==> config.mk <==
export PLATFORM = sky130hd
export DESIGN_NAME = frac_sched
export DESIGN_NICKNAME = d
export VERILOG_FILES = /design/src/rtl/frac_pkg.sv /design/src/rtl/frac_rr_pick.sv /design/src/rtl/frac_sched.sv
export SDC_FILE = /design/constraint.sdc
export NUM_CORES = 1
export LEC_CHECK = 0
export BUFFER_PORTS_ARGS = -buffer_cell sky130_fd_sc_hd__buf_2
export CAP_MARGIN = 20
export CORE_ASPECT_RATIO = 0.75
export CORE_MARGIN = 2
export CORE_UTILIZATION = 50
export CTS_BUF_LIST = sky130_fd_sc_hd__clkbuf_4 sky130_fd_sc_hd__clkbuf_8 sky130_fd_sc_hd__clkbuf_16
export CTS_CLUSTER_SIZE = 16
export DETAILED_ROUTE_END_ITERATION = 8
export HOLD_SLACK_MARGIN = 0.03
export PLACE_DENSITY = 0.83
export SYNTH_ARGS = -nofsm -noshare
export SYNTH_HDL_FRONTEND = slang
export SYNTH_SLANG_ARGS = --single-unit
==> constraint.sdc <==
create_clock -name clk -period 16.92 [get_ports clk]
set_input_delay 1.692 -clock clk [delete_from_list [all_inputs] [get_ports clk]]
set_output_delay 1.692 -clock clk [all_outputs]
set_load 0.05 [all_outputs]
==> src/rtl/frac_pkg.sv <==
`default_nettype none
// ============================================================================
//  Module  : frac_pkg
//  Brief   : Shared state encoding and Qm.f format constants for the fractal
//            scheduler and its engine array.
//  Rev     : 1.0  initial release
// ============================================================================
package frac_pkg;

  localparam int FRAC_W = 32;
  localparam int FRAC_M = 4;
  localparam int FRAC_F = FRAC_W - FRAC_M;
  localparam int ITER_W = 16;

  typedef enum logic [1:0] {
    ST_IDLE  = 2'd0,
    ST_RUN   = 2'd1,
    ST_DRAIN = 2'd2
  } frac_state_t;

endpackage : frac_pkg
`default_nettype wire

==> src/rtl/frac_rr_pick.sv <==
`default_nettype none
// ============================================================================
//  Module  : frac_rr_pick
//  Brief   : Round-robin picker: first set request at or after ptr (wrapping)
//            -> one-hot grant, binary index and valid.
//  Rev     : 1.0  initial release
// ============================================================================
module frac_rr_pick #(
  parameter int N  = 4,
  parameter int PW = (N > 1) ? $clog2(N) : 1
) (
  input  logic [N-1:0]  req,
  input  logic [PW-1:0] ptr,
  output logic [N-1:0]  grant,
  output logic [PW-1:0] idx,
  output logic          valid
);

  int w_j;

  always_comb begin
    grant = '0;
    idx   = '0;
    valid = 1'b0;
    w_j   = 0;
    for (int i = 0; i < N; i++) begin
      w_j = int'(ptr) + i;
      if (w_j >= N) w_j = w_j - N;
      if (!valid && req[w_j]) begin
        valid      = 1'b1;
        grant[w_j] = 1'b1;
        idx        = PW'(w_j);
      end
    end
  end

endmodule : frac_rr_pick
`default_nettype wire

==> src/rtl/frac_sched.sv <==
`default_nettype none
// ============================================================================
//  Module  : frac_sched
//  Brief   : Sweeps an HRES x VRES pixel grid, dispatches c=(cx,cy) to NE
//            shared engines and streams (address, iter) to a frame buffer.
//  Rev     : 1.0  initial release
// ============================================================================
module frac_sched
  import frac_pkg::*;
#(
  parameter int W    = FRAC_W,
  parameter int M    = FRAC_M,
  parameter int NE   = 4,
  parameter int HRES = 640,
  parameter int VRES = 480,
  parameter int AW   = 19
) (
  input  logic             clk,
  input  logic             reset,
  input  logic             start,
  input  logic [W-1:0]     cx0,
  input  logic [W-1:0]     cy0,
  input  logic [W-1:0]     dx,
  input  logic [W-1:0]     dy,
  input  logic [15:0]      max_it,
  output logic             busy,
  output logic             done_tick,
  output logic [W-1:0]     eng_cx,
  output logic [W-1:0]     eng_cy,
  output logic [15:0]      eng_max_it,
  output logic [NE-1:0]    eng_start,
  input  logic [NE-1:0]    eng_ready,
  input  logic [NE-1:0]    eng_done,
  input  logic [NE*16-1:0] eng_iter,
  output logic             wr_valid,
  output logic [AW-1:0]    wr_addr,
  output logic [15:0]      wr_data,
  input  logic             wr_ready
);

  localparam int            PW       = (NE > 1) ? $clog2(NE) : 1;
  localparam int            CW       = (HRES > 1) ? $clog2(HRES) : 1;
  localparam logic [AW-1:0] LAST_PIX = AW'(HRES * VRES - 1);
  localparam logic [CW-1:0] LAST_COL = CW'(HRES - 1);

  frac_state_t   r_state;
  logic [W-1:0]  r_cx0, r_dx, r_dy, r_cur_cx, r_cur_cy;
  logic [15:0]   r_max_it;
  logic [CW-1:0] r_col;
  logic [AW-1:0] r_pix;
  logic [PW-1:0] r_rr_ptr, r_wb_ptr, r_wr_idx;
  logic [NE-1:0] r_tag_busy, r_cap_pend, r_slot_v;
  logic [AW-1:0] r_tag       [NE];
  logic [AW-1:0] r_slot_addr [NE];
  logic [15:0]   r_slot_data [NE];
  logic          r_wr_valid;
  logic [AW-1:0] r_wr_addr;
  logic [15:0]   r_wr_data;
  logic          r_done_tick;

  logic [NE-1:0] w_disp_req, w_disp_grant, w_wb_req, w_wb_grant, w_wr_clear, w_cap_set;
  logic [PW-1:0] w_disp_idx, w_wb_idx;
  logic          w_disp_ok, w_wb_ok, w_disp_fire, w_wr_accept, w_wb_load, w_drained;

  function automatic logic [PW-1:0] ptr_after(input logic [PW-1:0] i);
    return (int'(i) == NE - 1) ? '0 : i + 1'b1;
  endfunction

  // An engine holding an unwritten result is not re-used until that slot drains.
  assign w_disp_req  = eng_ready & ~r_slot_v & ~r_tag_busy;
  assign w_disp_fire = (r_state == ST_RUN) && w_disp_ok;
  assign w_wr_accept = r_wr_valid && wr_ready;
  assign w_wr_clear  = w_wr_accept ? (NE'(1) << r_wr_idx) : '0;
  assign w_wb_req    = r_slot_v & ~w_wr_clear;
  assign w_wb_load   = (!r_wr_valid || w_wr_accept) && w_wb_ok;
  assign w_cap_set   = eng_done & r_tag_busy & ~r_cap_pend;
  assign w_drained   = (r_tag_busy == '0) && (r_cap_pend == '0) &&
                       (r_slot_v == '0) && !r_wr_valid;

  frac_rr_pick #(.N(NE), .PW(PW)) u_disp_pick (
    .req   (w_disp_req),
    .ptr   (r_rr_ptr),
    .grant (w_disp_grant),
    .idx   (w_disp_idx),
    .valid (w_disp_ok)
  );

  frac_rr_pick #(.N(NE), .PW(PW)) u_wb_pick (
    .req   (w_wb_req),
    .ptr   (r_wb_ptr),
    .grant (w_wb_grant),
    .idx   (w_wb_idx),
    .valid (w_wb_ok)
  );

  assign busy       = (r_state != ST_IDLE);
  assign done_tick  = r_done_tick;
  assign eng_cx     = r_cur_cx;
  assign eng_cy     = r_cur_cy;
  assign eng_max_it = r_max_it;
  assign eng_start  = w_disp_fire ? w_disp_grant : '0;
  assign wr_valid   = r_wr_valid;
  assign wr_addr    = r_wr_addr;
  assign wr_data    = r_wr_data;

  always_ff @(posedge clk or posedge reset) begin
    if (reset) begin
      r_state     <= ST_IDLE;
      r_cx0       <= '0;
      r_dx        <= '0;
      r_dy        <= '0;
      r_cur_cx    <= '0;
      r_cur_cy    <= '0;
      r_max_it    <= '0;
      r_col       <= '0;
      r_pix       <= '0;
      r_rr_ptr    <= '0;
      r_wb_ptr    <= '0;
      r_wr_idx    <= '0;
      r_tag_busy  <= '0;
      r_cap_pend  <= '0;
      r_slot_v    <= '0;
      r_wr_valid  <= 1'b0;
      r_wr_addr   <= '0;
      r_wr_data   <= '0;
      r_done_tick <= 1'b0;
      for (int k = 0; k < NE; k++) begin
        r_tag[k]       <= '0;
        r_slot_addr[k] <= '0;
        r_slot_data[k] <= '0;
      end
    end else begin
      r_done_tick <= 1'b0;

      case (r_state)
        ST_IDLE: begin
          if (start) begin
            r_cx0    <= cx0;
            r_dx     <= dx;
            r_dy     <= dy;
            r_max_it <= max_it;
            r_cur_cx <= cx0;
            r_cur_cy <= cy0;
            r_col    <= '0;
            r_pix    <= '0;
            r_state  <= ST_RUN;
          end
        end
        ST_RUN: begin
          if (w_disp_fire) begin
            r_tag[w_disp_idx] <= r_pix;
            r_rr_ptr          <= ptr_after(w_disp_idx);
            if (r_col == LAST_COL) begin
              r_col    <= '0;
              r_cur_cx <= r_cx0;
              r_cur_cy <= r_cur_cy + r_dy;
            end else begin
              r_col    <= r_col + 1'b1;
              r_cur_cx <= r_cur_cx + r_dx;
            end
            if (r_pix == LAST_PIX) r_state <= ST_DRAIN;
            else                   r_pix   <= r_pix + 1'b1;
          end
        end
        ST_DRAIN: begin
          if (w_drained) begin
            r_done_tick <= 1'b1;
            r_state     <= ST_IDLE;
          end
        end
        default: r_state <= ST_IDLE;
      endcase

      // Engine iter is only valid the cycle after its done tick, hence cap_pend.
      for (int k = 0; k < NE; k++) begin
        if (w_cap_set[k]) r_cap_pend[k] <= 1'b1;
        if (r_cap_pend[k]) begin
          r_slot_data[k] <= eng_iter[16*k +: 16];
          r_slot_addr[k] <= r_tag[k];
          r_slot_v[k]    <= 1'b1;
          r_tag_busy[k]  <= 1'b0;
          r_cap_pend[k]  <= 1'b0;
        end
        if (w_disp_fire && w_disp_grant[k]) r_tag_busy[k] <= 1'b1;
        if (w_wr_clear[k]) r_slot_v[k] <= 1'b0;
      end

      if (w_wr_accept) r_wr_valid <= 1'b0;
      if (w_wb_load) begin
        r_wr_valid <= 1'b1;
        r_wr_addr  <= r_slot_addr[w_wb_idx];
        r_wr_data  <= r_slot_data[w_wb_idx];
        r_wr_idx   <= w_wb_idx;
        r_wb_ptr   <= ptr_after(w_wb_idx);
      end
    end
  end

endmodule : frac_sched
`default_nettype wire

==> out/qor.csv <==
stage;metric;value;unit
power_and_ir_drop;sw frac;37.8;%
logic_synthesis;post-synth cell types;84;
setup_path;Critical Path Sink Type;output port;
global_routing;total track usage;26.2;%
die;DIE HEIGHT;194;µm
clock_tree;quantity of hold-fixing buffers added after cts;0;
placed_design;Buffers on Ports;341;
clock_tree;Num Clock Sinks;478;
sta;Final setup viols;0;
hold_path;worst hold endpoint;eng_max_it[0];
die;I/O pin cnt;342;
hold_path;Hold WC Path Type;register to register;
logic_synthesis;cells after synthesis;2332;
clock_tree;Clock Tree Root;clkbuf_16;
sta;clock skew;0.0213;ns
power_and_ir_drop;total power density per cell area;153;mW/mm²
setup_path;CP max FO;5;
logic_synthesis;Yosys top cell area share;49.9;%
drt;drt wl/cell;19.7;µm
setup_path;worst flop-to-flop path startpoint;r_rr_ptr[0];
die;die width;257;µm
setup_path;worst setup path category;primary input to output port;
cells_and_area;layout cell share with drive strength beyond 1;28.0;%
placed_design;worst slack, placed;11.35;ns
drt;Detailed Route WL;65100;µm
power_and_ir_drop;cell-internal power;2660;µW
setup_path;Worst setup SP type;primary input;
sta;worst relative slew slack;25.4;%
sta;hold violation count in the final report;0;
logic_synthesis;area leader, netlist;dfrtp_1;
power_and_ir_drop;Switch Pwr;1620;µW
die;die area;0.0497;mm²
logic_synthesis;Synth area leaders;dfrtp_1 (50%), mux2_2 (12%), nand2_1 (7.4%);
global_routing;vias in the first global route;19700;
clock_tree;Post-CTS Resized;0;
clock_tree;Clk Latency, worst-skew pair;0.59;ns
cells_and_area;commonest non-fill, non-tap cell in the layout;dfrtp_1;
logic_synthesis;Post-synth ARST share;100;%
global_routing;grt met3 use;4.56;%
setup_path;crit-path cells;buf_2, or3b_2, mux4_2, nor2_1, a22oi_1, nor2_1, a21oi_1, a21oi_1, buf_2;
drt;Iter 0 DRT Violations;1495;
global_routing;GR Util met1;37.4;%
global_routing;first-pass GRT wire length;106000;µm
global_routing;GR peak layer;met2;
setup_path;Register-to-Register Path Depth;12;
logic_synthesis;post-synthesis sequential area ratio;49.9;%
setup_path;Reg-to-Reg End;r_tag[14];
die;core area;0.0473;mm²
logic_synthesis;synthesized area;0.0240;mm²
sta;worst slew pin tran;1.12;ns
global_routing;met2 usage;40.4;%
power_and_ir_drop;Logic pwr share;37.6;%
setup_path;CP required;15.23;ns
drt;Vias/cell;5.81;
logic_synthesis;Post-synth EDFFs;0;
logic_synthesis;Post-synth top flop;dfrtp_1;
sta;Slew Limit Fails;0;
sta;Final min period;5.61;ns
placed_design;DP HPWL;43000;µm
global_routing;grt total ovfl;0;
sta;final worst path period share;33.2;%
logic_synthesis;Avg Inst Size Synth;10.3;µm²
drt;drc violations;0;
clock_tree;H-Tree Depth;2;
cells_and_area;Final Net Count;2922;
clock_tree;clock transition at the registers of the reported paths;0.06;ns
drt;Final ANT Viol Nets;0;
flow_run;max cap viols;0;
power_and_ir_drop;Clk network pwr share;26.4;%
power_and_ir_drop;Sequential Power Share;36.0;%
logic_synthesis;syn_nets;2630;
setup_path;Crit path arrival time;3.92;ns
sta;RSZ-0062 raised after global routing;false;
cells_and_area;most frequent cells in the layout;dfrtp_1 (478), nand2_1 (472), buf_2 (341);
clock_tree;CTS tree;built;
sta;f_max;0.178;GHz
die;Initial Util;50.7;%
drt;drt pass-1 iters;6;
global_routing;initial antenna violation count;8;
power_and_ir_drop;worst vdd ir;0.000151;V
placed_design;gpl congestion;0.936;
cells_and_area;Area Growth Syn to Fin;16.7;%
setup_path;highest cell delay on the worst timing path;0.49;ns
logic_synthesis;Syn. warnings;0;
clock_tree;CTS max path bufs;3;
run_status;status;finished clean;
clock_tree;setup bufs post-CTS;0;
hold_path;startpoint of the worst hold path;eng_max_it[0];
setup_path;Slowest-stage cell, CP;mux4_2;
sta;post-route setup slack;11.31;ns
drt;DR vias;19200;
setup_path;Reg2Reg Setup Slack;12.57;ns
power_and_ir_drop;P_leak;0.0141;µW
logic_synthesis;synthesized flop and latch total;478;
sta;Setup TNS;0;ns
die;std cell rows;69;
hold_path;hold path depth;2;
clock_tree;TritonCTS Buffers;48;
global_routing;largest net degree at the start of global routing;158;
[power groups by stage]
stage	clock [µW]	sequential [µW]	combinational, µW
after floorplan	0	1680	1020
after CTS	1140	1540	1570
after global placement	0	1530	1490
after global routing	1190	1570	1730
final	1130	1540	1610
after detailed placement	0	1550	1560
[cells in the mapped netlist, drive strengths merged, types with 9 or more instances]
| master | count |
|---|---|
| a211oi | 53 |
| a21o | 37 |
| a21oi | 150 |
| a31oi | 13 |
| and3 | 20 |
| buf | 25 |
| clkbuf | 103 |
| dfrtp | 478 |
| ha | 76 |
| inv | 23 |
| mux2 | 252 |
| mux2i | 39 |
| nand2 | 473 |
| nand3 | 34 |
| nand4 | 21 |
| nor2 | 112 |
| nor2b | 44 |
| nor3 | 19 |
| o211ai | 11 |
| o21a | 16 |
| o21ai | 122 |
| o22ai | 9 |
| o31ai | 9 |
| or3 | 19 |
| xnor2 | 18 |
| xor2 | 39 |
[logic make-up after synthesis]
family          Yosys count  synth area share (%)
simple gates            793                  14.7
compound gates          480                  12.8
flops                   478                  49.9
mux                     295                  13.8
buf+inv                 151                  2.50
fa+ha+maj                78                  4.13
xor+xnor                 57                  2.08
[flip-flops by register name (all words and copies together), names as in the netlist, 4 cells and up]
signal / count
wr_data: 16
r_tag: 76
r_tag_busy: 4
r_cx0: 32
r_cap_pend: 4
r_dy: 32
r_slot_v: 4
eng_cx: 32
r_dx: 32
eng_max_it: 16
r_slot_addr: 76
r_pix: 19
r_col: 10
wr_addr: 19
eng_cy: 32
r_slot_data: 64
[layer usage]
layer  routed length [µm]  up-vias
met1                29300     9577
met4                 1840        6
met3                 4160      145
met2                29700      668
li1                     -     8809
met5                   41        -
[through the flow]
stage	std cells	instance area [µm²]	hold WS [ns]	total power (µW)	utilization, %
3_5_place_dp	3211	26200	0.456	3110	55.5
3_3_place_gp	3208	26200	0.451	3020	55.4
4_1_cts	3296	27900	0.477	4250	59.0
2_1_floorplan	2332	24000	0.437	2690	-
6_report	3303	28000	0.476	4270	59.1
5_1_grt	3303	28000	0.501	4490	59.1
[worst max-delay path: cells and delay by family]
| family | cells | cell delay, ns |
|---|---|---|
| simple gates | 3 | 0.91 |
| compound gates | 3 | 0.43 |
| mux | 1 | 0.49 |
| buf+inv | 2 | 0.40 |
[how the worst max path moves through the flow]
stage	start	cells after the start	slack [ns]	to
after floorplan	reset	1	1.89	done_tick
after global placement	eng_ready[2]	9	11.46	eng_start[3]
after detailed placement	eng_ready[2]	9	11.35	eng_start[3]
after CTS	eng_ready[2]	9	11.34	eng_start[3]
after global routing	eng_ready[2]	9	11.16	eng_start[3]
final	eng_ready[2]	9	11.31	eng_start[3]
[cell type report]
type,instances,area [µm²]
well taps,639,800
clock buffers,67,1430
repair buffers,370,2000
multi-input cells,1703,11500
fillers,3880,19300
clock inverters,18,226
inverters,23,93.8
flip-flops and latches,478,12000
diodes,5,12.5
(Power assumes the default switching activity.)
